`src/rtl/bridge_pkg.sv`:
```
// Shared constants for the UART/JTAG bridge: byte width and default FIFO depth.
package bridge_pkg;
    localparam int BYTE_W     = 8;
    localparam int FIFO_DEPTH = 16;
endpackage

```
`src/rtl/bridge_fifo_mem.sv`:
```
// DEPTH x WIDTH simple dual-port storage with synchronous write and a registered read port.
module bridge_fifo_mem
    import bridge_pkg::*;
#(
    parameter int WIDTH = BYTE_W,
    parameter int DEPTH = FIFO_DEPTH,
    parameter int AW    = $clog2(DEPTH)
) (
    input  logic             clk,
    input  logic             rst_n,
    input  logic             clr,
    input  logic             we,
    input  logic [AW-1:0]    waddr,
    input  logic [WIDTH-1:0] wdata,
    input  logic             re,
    input  logic [AW-1:0]    raddr,
    output logic [WIDTH-1:0] rdata
);

    logic [WIDTH-1:0] r_mem [DEPTH];
    logic [WIDTH-1:0] r_rdata;

    // Storage itself is never reset so it maps onto block RAM.
    always_ff @(posedge clk) begin
        if (we) begin
            r_mem[waddr] <= wdata;
        end
    end

    // Only the output register is cleared; it holds until the next accepted read.
    always_ff @(posedge clk or negedge rst_n) begin
        if (!rst_n) begin
            r_rdata <= '0;
        end else if (clr) begin
            r_rdata <= '0;
        end else if (re) begin
            r_rdata <= r_mem[raddr];
        end
    end

    assign rdata = r_rdata;

endmodule

```
`src/rtl/bridge_byte_fifo.sv`:
```
// Single-clock byte FIFO with registered read data, occupancy, thresholds and sticky errors.
module bridge_byte_fifo
    import bridge_pkg::*;
#(
    parameter int WIDTH    = BYTE_W,
    parameter int DEPTH    = FIFO_DEPTH,
    parameter int AF_LEVEL = DEPTH - 2,
    parameter int AE_LEVEL = 2
) (
    input  logic                       clk,
    input  logic                       rst_n,
    input  logic                       clr,
    input  logic                       wr_en,
    input  logic [WIDTH-1:0]           wr_data,
    output logic                       full,
    output logic                       almost_full,
    input  logic                       rd_en,
    output logic [WIDTH-1:0]           rd_data,
    output logic                       empty,
    output logic                       almost_empty,
    output logic [$clog2(DEPTH+1)-1:0] count,
    output logic                       overflow,
    output logic                       underflow
);

    localparam int AW = $clog2(DEPTH);
    localparam int CW = $clog2(DEPTH + 1);
    localparam logic [CW-1:0] DEPTH_C = CW'(DEPTH);

    logic [AW-1:0] r_wr_ptr;
    logic [AW-1:0] r_rd_ptr;
    logic [CW-1:0] r_count;
    logic          r_overflow;
    logic          r_underflow;

    logic w_full;
    logic w_empty;
    logic w_wr_acc;
    logic w_rd_acc;

    assign w_full  = (r_count == DEPTH_C);
    assign w_empty = (r_count == '0);

    // Accepts look only at registered status, so a same-cycle read never frees room for a write.
    assign w_wr_acc = wr_en && !w_full  && !clr;
    assign w_rd_acc = rd_en && !w_empty && !clr;

    always_ff @(posedge clk or negedge rst_n) begin
        if (!rst_n) begin
            r_wr_ptr    <= '0;
            r_rd_ptr    <= '0;
            r_count     <= '0;
            r_overflow  <= 1'b0;
            r_underflow <= 1'b0;
        end else if (clr) begin
            r_wr_ptr    <= '0;
            r_rd_ptr    <= '0;
            r_count     <= '0;
            r_overflow  <= 1'b0;
            r_underflow <= 1'b0;
        end else begin
            if (w_wr_acc) begin
                r_wr_ptr <= r_wr_ptr + 1'b1;
            end
            if (w_rd_acc) begin
                r_rd_ptr <= r_rd_ptr + 1'b1;
            end
            if (w_wr_acc && !w_rd_acc) begin
                r_count <= r_count + 1'b1;
            end else if (w_rd_acc && !w_wr_acc) begin
                r_count <= r_count - 1'b1;
            end
            if (wr_en && w_full) begin
                r_overflow <= 1'b1;
            end
            if (rd_en && w_empty) begin
                r_underflow <= 1'b1;
            end
        end
    end

    bridge_fifo_mem #(
        .WIDTH (WIDTH),
        .DEPTH (DEPTH)
    ) u_mem (
        .clk   (clk),
        .rst_n (rst_n),
        .clr   (clr),
        .we    (w_wr_acc),
        .waddr (r_wr_ptr),
        .wdata (wr_data),
        .re    (w_rd_acc),
        .raddr (r_rd_ptr),
        .rdata (rd_data)
    );

    assign full         = w_full;
    assign empty        = w_empty;
    assign count        = r_count;
    assign overflow     = r_overflow;
    assign underflow    = r_underflow;
    assign almost_full  = (int'(r_count) >= AF_LEVEL);
    assign almost_empty = (int'(r_count) <= AE_LEVEL);

endmodule

```
`config.mk`:
```
export PLATFORM = sky130hd
export DESIGN_NAME = bridge_byte_fifo
export DESIGN_NICKNAME = d
export VERILOG_FILES = /design/src/rtl/bridge_pkg.sv /design/src/rtl/bridge_fifo_mem.sv /design/src/rtl/bridge_byte_fifo.sv
export SDC_FILE = /design/constraint.sdc
export NUM_CORES = 1
export LEC_CHECK = 0
export CELL_PAD_IN_SITES_DETAIL_PLACEMENT = 0
export CELL_PAD_IN_SITES_GLOBAL_PLACEMENT = 2
export CORE_MARGIN = 2
export CORE_UTILIZATION = 50
export CTS_BUF_LIST = sky130_fd_sc_hd__clkbuf_4
export CTS_CLUSTER_DIAMETER = 40
export DETAILED_ROUTE_END_ITERATION = 8
export PLACE_DENSITY = 0.95
export SETUP_SLACK_MARGIN = 0.5
export SLEW_MARGIN = 20
export SYNTH_ARGS = -nofsm -noshare
export SYNTH_HDL_FRONTEND = slang
export SYNTH_SLANG_ARGS = --single-unit
export TNS_END_PERCENT = 100
```
`constraint.sdc`:
```
create_clock -name clk -period 5.4 [get_ports clk]
set_input_delay 0.81 -clock clk [delete_from_list [all_inputs] [get_ports clk]]
set_output_delay 0.81 -clock clk [all_outputs]
set_load 0.005 [all_outputs]
```
==> results of run 1 <==
-- layout make-up --
class / count / area [µm²] / share of cell area
flip-flops and latches: 151 / 4420 / 0.643
clock buffers: 20 / 150 / 0.0218
repair buffers: 35 / 335 / 0.0488
clock inverters: 12 / 119 / 0.0173
inverters: 2 / 7.51 / 0.00109
well taps: 147 / 184 / 0.0268
multi-input cells: 162 / 1660 / 0.241
-- sequential cells by signal, summed over array words and instances, names as in the netlist --
register	cells
u_mem.r_mem	128
u_mem.rdata	8
count	5
r_rd_ptr	4
r_wr_ptr	4
overflow	1
underflow	1
-- per-stage QoR --
| step | util | power [µW] | hold WS (ns) | cell area, µm² | setup WS [ns] |
|---|---|---|---|---|---|
| 3_5_place_dp | 0.550 | 1870 | 0.508 | 6610 | 2.01 |
| 4_1_cts | 0.573 | 2510 | 0.537 | 6880 | 2.07 |
| 5_1_grt | 0.572 | 2610 | 0.240 | 6880 | 1.78 |
| 2_1_floorplan | - | 1670 | 0.486 | 6170 | 2.55 |
| 3_3_place_gp | 0.550 | 1850 | 0.500 | 6610 | 2.08 |
| 6_report | 0.572 | 2480 | 0.249 | 6880 | 2.10 |
-- final timing paths --
kind                       cells past startpoint           to     start  slack [ns]
setup / recovery                               9     count[4]  count[1]        2.10
max in group asynchronous                      1  r_rd_ptr[2]     rst_n        4.75
setup reg to reg                               9     count[4]  count[1]        2.10
hold reg to reg                                2     overflow  overflow        0.52
min in group clk                               2     overflow  overflow        0.52
hold / removal                                 1     count[3]     rst_n        0.25
-- Yosys cell counts, drive strengths merged (5+ instances only) --
cell type,instances
o221ai,8
a21oi,5
dfrtp,23
mux2i,17
buf,12
nand3b,11
clkbuf,5
nand2,13
nor2,28
ha,9
edfxtp,128
mux4,32
-- power groups by stage --
stage,combinational [µW],sequential [µW],clock [µW]
3_3_place_gp,420,1430,0
2_1_floorplan,272,1390,0
4_1_cts,435,1410,667
3_5_place_dp,433,1440,0
6_report,428,1410,646
5_1_grt,471,1420,716
-- cells by family after synthesis --
logic type      after synthesis
mux                          49
buf+inv                      19
simple gates                 69
xor+xnor                      8
compound gates               26
fa+ha+maj                    10
flops                       151
-- per-layer routing --
metal | vias up | share of wire | global-route usage
li1 | 1400 | - | -
met1 | 1568 | 0.41 | 0.255
met2 | 106 | 0.52 | 0.306
met3 | 9 | 0.065 | 0.0517
met4 | 0 | 0.0072 | 0.0570
met5 | - | 0 | 0
-- critical path, stage by stage, from the launching register on --
cell and delay (ns):
dfrtp_1 0.50, or4_4 0.60, o21ai_2 0.48, nand3b_1 0.31, fa_1 0.49, a21o_1 0.19, a21o_1 0.18, nor3_1 0.17
o21ai_0 0.11, nor3b_2 0.17
-- layout by cell type (no fill, tap or decap), types with 3 or more instances in the layout --
cell type	instances
a21o_1	3
a21oi_1	5
buf_4	4
clkbuf_4	20
clkdlybuf4s50_1	30
clkinv_4	4
clkinvlp_4	3
dfrtp_1	22
edfxtp_1	128
ha_1	9
inv_6	3
mux2i_1	17
mux4_2	32
nand2_1	13
nand3b_1	10
nor2_1	28
nor3_1	3
o221ai_1	8
xnor2_1	4
xor2_1	4
==> impl_metrics.json, run 1 <==
{
  "core_region_area_mm2": 0.0120,
  "synth.top_cell.area_share": 0.623,
  "relSlewSlack": 0.296,
  "syn_to_final_growth_pct": 11.4,
  "p_per_area_mw_per_mm2": 361,
  "min_period_over_period": 0.612,
  "die_x_um": 115,
  "min_period_ns": 3.30,
  "rows": 40,
  "stdcell_count": 529,
  "synth_flop_cell": "edfxtp_1",
  "hold_class": "in -> async",
  "grt_max_degree": 35,
  "viasPerCell": 5.83,
  "nFillCells": 924,
  "rsz0062_at_grt": "no",
  "cts_setup_buffers": 0,
  "synthArstFlopShare": 0.152,
  "finalHoldViolCount": 0,
  "fmax_mhz": 303,
  "ant_nets": 0,
  "place.gp.congestion": 0.733,
  "power.share.clock": 0.260,
  "ioPinCount": 32,
  "comb_power_share": 0.172,
  "setup_viol": 0,
  "syn_area_mm2": 0.00617,
  "drc_errors": 0,
  "fin_nets": 392,
  "synth_edf_count": 128,
  "antenna_found_initial": 0,
  "setup-tns-final_ns": 0,
  "ctsHoldBuffers": 0,
  "clkTransAtPathRegs_ns": 0.13,
  "syn_inst": 332,
  "cp-end-kind": "register",
  "cts_tree": "built",
  "cts_sinks": 151,
  "gr-total-overflow": 0,
  "cts_buffers": 17,
  "synthTopCellsByArea": "edfxtp_1, mux4_2, dfrtp_1",
  "ctsResizeCount": 0,
  "cts_buffer_depth": 2,
  "ir_worst_vdd_mv": 0.277,
  "firstDrtPassIters": 4,
  "intPower_uw": 1800,
  "maxSlewViolCount": 0,
  "wl_per_cell_um": 21.6,
  "ys_warn_count": 0,
  "ys_seq_area_frac": 0.716,
  "dp_cells": 497,
  "synth_top_family_by_area": "multiplexers",
  "path_max_fanout": 13,
  "dp_hpwl_mm": 7.28,
  "fp.dieArea_mm2": 0.0132,
  "synth_area_leader_cell": "edfxtp_1",
  "synth_xor_area_frac": 0.0114,
  "status": "complete, no violations",
  "yosys-mux-area-fraction": 0.144,
  "seqPwrFrac": 0.567,
  "avgSynthCellArea_um2": 18.6,
  "leakage_uw": 0.00221,
  "setup.worst_path.class": "reg -> reg",
  "fp.dieH_um": 115,
  "crit_arrival_ns": 3.72,
  "grt_usage": 0.189,
  "synthAdderAreaFrac": 0.0215,
  "grt_pass1_vias": 3121,
  "clock_latency_ns": 0.52,
  "maxCapViolations": 0,
  "cts-root-buf": "clkbuf_4",
  "ys_seq_elements": 151,
  "diodes": 0,
  "synth_compound_area_frac": 0.0332,
  "port_buffers": 31,
  "start_util": 0.514,
  "ys_types": 40,
  "swShare": 0.273,
  "synth-simple-area-share": 0.0584,
  "cts_htree_levels": 4,
  "start_kind": "register",
  "drive_gt1_frac": 0.207,
  "finalWirelength_mm": 11.4,
  "required_ns": 5.82,
  "drt_iter0_markers": 189,
  "worst_pin_slew_ns": 1.06,
  "synth_nets": 355,
  "vias": 3083,
  "grt_first_pass_wirelength_mm": 17.9,
  "p_sw_uw": 677,
  "finClkSkew_ns": 0.0214
}
Power figures use the tool's default switching activity.
==> inputs of run 2 (changes only) <==
--- a/config.mk
+++ b/config.mk
@@ -8,11 +8,11 @@
 export CELL_PAD_IN_SITES_DETAIL_PLACEMENT = 0
 export CELL_PAD_IN_SITES_GLOBAL_PLACEMENT = 2
 export CORE_MARGIN = 2
-export CORE_UTILIZATION = 50
+export CORE_UTILIZATION = 48
 export CTS_BUF_LIST = sky130_fd_sc_hd__clkbuf_4
 export CTS_CLUSTER_DIAMETER = 40
 export DETAILED_ROUTE_END_ITERATION = 8
-export PLACE_DENSITY = 0.95
+export PLACE_DENSITY = 0.92
 export SETUP_SLACK_MARGIN = 0.5
 export SLEW_MARGIN = 20
 export SYNTH_ARGS = -nofsm -noshare
==> constraint.sdc (replaced) <==
create_clock -name clk -period 3.2 [get_ports clk]
set_input_delay 0.48 -clock clk [delete_from_list [all_inputs] [get_ports clk]]
set_output_delay 0.48 -clock clk [all_outputs]
set_load 0.005 [all_outputs]
==> impl_metrics.json, run 2 (synthesis results as in run 1) <==
{
  "clock_latency_ns": 0.54,
  "diodes": 0,
  "nFillCells": 972,
  "fmax_mhz": 374,
  "cts_sinks": 151,
  "setup-tns-final_ns": 0,
  "port_buffers": 31,
  "die_x_um": 117,
  "vias": 3187,
  "dp_hpwl_mm": 7.63,
  "startpoint": "count[0]",
  "place.gp.congestion": 0.756,
  "grt_max_degree": 31,
  "cts_tree": "built",
  "ant_nets": 0,
  "min_period_ns": 2.68,
  "cts_htree_levels": 4,
  "min_period_over_period": 0.837,
  "start_kind": "register",
  "path_max_fanout": 4,
  "maxSlewViolCount": 0,
  "drt_iter0_markers": 211,
  "ioPinCount": 32,
  "rr_startpoint": "count[0]",
  "worst_pin_slew_ns": 0.890,
  "setup.worst_path.class": "reg -> reg",
  "ir_worst_vdd_mv": 0.435,
  "core_region_area_mm2": 0.0126,
  "finalWirelength_mm": 12.0,
  "viasPerCell": 5.48,
  "fin_nets": 420,
  "dp_cells": 542,
  "stdcell_count": 582,
  "setup_viol": 0,
  "final_cell_mix": "edfxtp_1, mux4_2, clkdlybuf4s50_1",
  "hold_class": "in -> async",
  "final_common_cell": "edfxtp_1",
  "finalHoldViolCount": 0,
  "drc_errors": 0,
  "ctsHoldBuffers": 0,
  "reg2reg_slack_ns": 0.52,
  "cts_buffers": 17,
  "grt_pass1_vias": 3292,
  "rr_endpoint": "count[4]",
  "r2r_cells": 9,
  "grt_usage": 0.185,
  "syn_to_final_growth_pct": 17.0,
  "clkTransAtPathRegs_ns": 0.12,
  "rsz0062_at_grt": "yes",
  "cts-root-buf": "clkbuf_4",
  "cts_buffer_depth": 2,
  "fp.dieArea_mm2": 0.0138,
  "fp.dieH_um": 117,
  "relSlewSlack": 0.407,
  "wl_per_cell_um": 20.6,
  "drive_gt1_frac": 0.273,
  "crit_arrival_ns": 3.11,
  "gr-total-overflow": 0,
  "finClkSkew_ns": 0.0117,
  "start_util": 0.491,
  "largest_reg_flops": 128,
  "grt_first_pass_wirelength_mm": 18.6,
  "antenna_found_initial": 0,
  "leakage_uw": 0.00238,
  "top_register": "u_mem.r_mem",
  "cp-end-kind": "register",
  "p_per_area_mw_per_mm2": 614,
  "status": "complete, no violations",
  "firstDrtPassIters": 7,
  "maxCapViolations": 0,
  "required_ns": 3.63,
  "rows": 41,
  "endpoint": "count[4]"
}
run 2: cell types whose count changed in the layout (fill, tap and decap cells not counted), moves of 2 or more:
cell	before	now
buf_12	0	2
buf_4	4	30
bufinv_16	1	3
clkbuf_4	20	18
clkinv_1	0	2
dfrtp_1	22	19
dfrtp_2	1	4
nor3_1	3	1
nor3_2	0	2
run 2: per-stage QoR:
stage,hold WS (ns),total power [µW],setup WS (ns),utilization,area [µm²]
global route,0.283,4650,0.422,0.574,7220
global placement,0.493,3150,0.362,0.543,6820
detailed placement,0.496,3170,0.251,0.543,6820
CTS,0.260,4420,0.482,0.571,7170
floorplan,0.184,2810,0.416,-,6180
finish,0.286,4430,0.523,0.574,7220
run 2: worst min-delay path by stage:
stage / end / slack, ns / cells past startpoint / from
finish: overflow / 0.29 / 2 / rst_n
global route: u_mem.rdata[6] / 0.28 / 2 / rst_n
CTS: u_mem.rdata[6] / 0.26 / 2 / rst_n
detailed placement: underflow / 0.50 / 2 / underflow
global placement: overflow / 0.49 / 2 / overflow
floorplan: count[0] / 0.18 / 0 / rst_n
run 2: area by class of cell:
cell class | instances | area [µm²] | area share
clock buffer | 18 | 135 | 0.0187
clock inverter | 14 | 174 | 0.0241
inverter | 2 | 7.51 | 0.00104
multi-input combinational | 162 | 1690 | 0.234
sequential | 151 | 4420 | 0.613
tap | 172 | 215 | 0.0298
timing repair buffer | 63 | 576 | 0.0797
run 2: critical path, stage by stage, from the launching register on:
cell and delay [ns]:
dfrtp_2 0.44, or4_4 0.57, o21ai_2 0.18, nand3b_1 0.18, fa_2 0.41, a21o_1 0.16, a21o_1 0.17, nor3_2 0.19
o21ai_1 0.09, nor3b_2 0.17
run 2: where the power goes:
part / switching [µW] / internal (µW) / total [µW]
registers: 126 / 2230 / 2360
clock network: 666 / 557 / 1220
logic: 384 / 469 / 853
total: 1180 / 3260 / 4430
run 2: what timing repair did:
item | in CTS | in global routing
setup endpoints to repair | 2 | 4
hold endpoints to repair | 0 | 0
resized for setup | 2 | 5
pin swaps | 0 | 5
buffers inserted | 5 | 3
run 2: per-layer routing:
layer	GRT usage	routed length, µm
met5	0	0
met4	0.0700	174
met3	0.0409	618
met2	0.313	6190
met1	0.237	5030
==> inputs of run 3 (changes only) <==
--- a/config.mk
+++ b/config.mk
@@ -8,11 +8,11 @@
 export CELL_PAD_IN_SITES_DETAIL_PLACEMENT = 0
 export CELL_PAD_IN_SITES_GLOBAL_PLACEMENT = 2
 export CORE_MARGIN = 2
-export CORE_UTILIZATION = 48
+export CORE_UTILIZATION = 43
 export CTS_BUF_LIST = sky130_fd_sc_hd__clkbuf_4
 export CTS_CLUSTER_DIAMETER = 40
 export DETAILED_ROUTE_END_ITERATION = 8
-export PLACE_DENSITY = 0.92
+export PLACE_DENSITY = 0.88
 export SETUP_SLACK_MARGIN = 0.5
 export SLEW_MARGIN = 20
 export SYNTH_ARGS = -nofsm -noshare
==> constraint.sdc (replaced) <==
create_clock -name clk -period 2.2 [get_ports clk]
set_input_delay 0.33 -clock clk [delete_from_list [all_inputs] [get_ports clk]]
set_output_delay 0.33 -clock clk [all_outputs]
set_load 0.005 [all_outputs]
==> impl_metrics.json, run 3 (synthesis results as in run 1) <==
{
  "drive_gt1_frac": 0.455,
  "top_register": "u_mem.r_mem",
  "drc_errors": 0,
  "comb_power_share": 0.306,
  "firstDrtPassIters": 4,
  "largest_reg_flops": 128,
  "holdWs_ns": 0.152,
  "final_cell_area_mm2": 0.00818,
  "swShare": 0.280,
  "setup.worst_path.class": "reg -> reg",
  "power.share.clock": 0.226,
  "worst_pin_slew_ns": 0.613,
  "finalWirelength_mm": 12.7,
  "vias": 3419,
  "start_util": 0.443,
  "ant_nets": 0,
  "p_sw_uw": 1990,
  "path_max_fanout": 4,
  "setup_viol": 6,
  "cp-end-kind": "register",
  "fin_nets": 462,
  "maxCapViolations": 0,
  "start_kind": "register",
  "finalWorstSetupSlack_ns": -0.468,
  "wl_per_cell_um": 20.1,
  "required_ns": 2.63,
  "gr-total-overflow": 0,
  "cts_sinks": 151,
  "min_period_ns": 2.67,
  "core_region_area_mm2": 0.0139,
  "placed_cell_area_mm2": 0.00720,
  "cts_buffers": 17,
  "cts-root-buf": "clkbuf_4",
  "ir_worst_vdd_mv": 0.320,
  "syn_to_final_growth_pct": 32.5,
  "grt_first_pass_wirelength_mm": 19.6,
  "finClkSkew_ns": 0.00995,
  "relSlewSlack": 0.590,
  "place.gp.congestion": 0.744,
  "ff_latch_area_mm2": 0.00442,
  "rows": 43,
  "intPower_uw": 5130,
  "p_per_area_mw_per_mm2": 871,
  "fp.dieH_um": 124,
  "setup-tns-final_ns": -1.31,
  "clock_latency_ns": 0.53,
  "hold_class": "in -> async",
  "cts_tree": "built",
  "rsz0062_at_grt": "yes",
  "fp.dieArea_mm2": 0.0153,
  "min_period_over_period": 1.21,
  "maxSlewViolCount": 0,
  "dp_slack_ns": -0.453,
  "status": "finished, violations left",
  "fmax_mhz": 375,
  "viasPerCell": 5.42,
  "grt_pass1_vias": 3553,
  "cts_buffer_depth": 2,
  "grt_usage": 0.181,
  "drt_iter0_markers": 232,
  "clkTransAtPathRegs_ns": 0.12,
  "diodes": 0,
  "cts_htree_levels": 4,
  "antenna_found_initial": 0,
  "ioPinCount": 32,
  "violations": "negative setup slack",
  "final_common_cell": "edfxtp_1",
  "nFillCells": 1020,
  "dp_hpwl_mm": 7.72,
  "multi_input_area_mm2": 0.00206,
  "leakage_uw": 0.00279,
  "finalHoldViolCount": 0,
  "die_x_um": 124,
  "seqPwrFrac": 0.468,
  "crit_arrival_ns": 3.10,
  "final_cell_mix": "edfxtp_1, mux4_2, buf_4",
  "port_buffers": 31,
  "grt_max_degree": 35
}
-- run 3: cell count changes in the layout (fill, tap and decap cells not counted), sizes merged --
cell / change
buf: +49
clkdlybuf4s50: -19
dlygate4sd2: +9
bufbuf: +1
bufinv: -1
clkdlybuf4s15: +1
dlymetal6s2s: +1
-- run 3: metrics by stage --
step | cells | util | power (µW)
2_1_floorplan | 332 | - | 4120
3_3_place_gp | 564 | 0.517 | 4750
3_5_place_dp | 564 | 0.517 | 4790
4_1_cts | 621 | 0.575 | 6920
5_1_grt | 631 | 0.587 | 7470
6_report | 631 | 0.587 | 7120
-- run 3: what timing repair did --
action	in CTS	in global routing
setup endpoints to repair	165	160
pin swaps	7	21
resized for setup	118	22
buffers inserted	25	9
hold buffers	0	0
cloned	1	1
-- run 3: path summary, 6_finish.rpt --
check                                from             end  slack (ns)  cells after the start
worst max-delay path             count[1]        count[4]       -0.47                      9
worst min-delay path                rst_n  u_mem.rdata[0]        0.15                      2
worst max register to register   count[1]        count[4]       -0.47                      9
worst min register to register  underflow       underflow        0.50                      2
max in group asynchronous           rst_n     r_rd_ptr[2]        1.80                      2
min in group clk                underflow       underflow        0.50                      2
-- run 3: power groups by stage --
stage               Combinational (µW)  Sequential, µW  Clock [µW]
global placement                  1360            3390           0
global route                      2330            3350        1780
finish                            2180            3330        1610
detailed placement                1390            3410           0
CTS                               1930            3330        1660
floorplan                          695            3420           0
-- run 3: critical path, stage by stage, from the launching register on --
cell,delay [ns]
dfrtp_2,0.42
or4_4,0.57
o21ai_4,0.15
nand3b_1,0.20
fa_2,0.40
a21o_1,0.18
a21o_1,0.20
nor3_2,0.19
o21ai_1,0.10
nor3b_2,0.15
-- run 3: final cells by class --
| cell class | count | area share |
|---|---|---|
| inverter | 2 | 0.000918 |
| clock inverter | 13 | 0.0159 |
| sequential | 151 | 0.541 |
| timing repair buffer | 105 | 0.146 |
| clock buffer | 18 | 0.0165 |
| multi-input combinational | 162 | 0.252 |
| tap | 180 | 0.0275 |
-- run 3: layer usage --
metal,up-vias,global-route usage,part of all wire
li1,1543,-,-
met1,1772,0.233,0.43
met2,83,0.297,0.51
met3,21,0.0476,0.044
met4,0,0.0682,0.017
met5,-,0,0
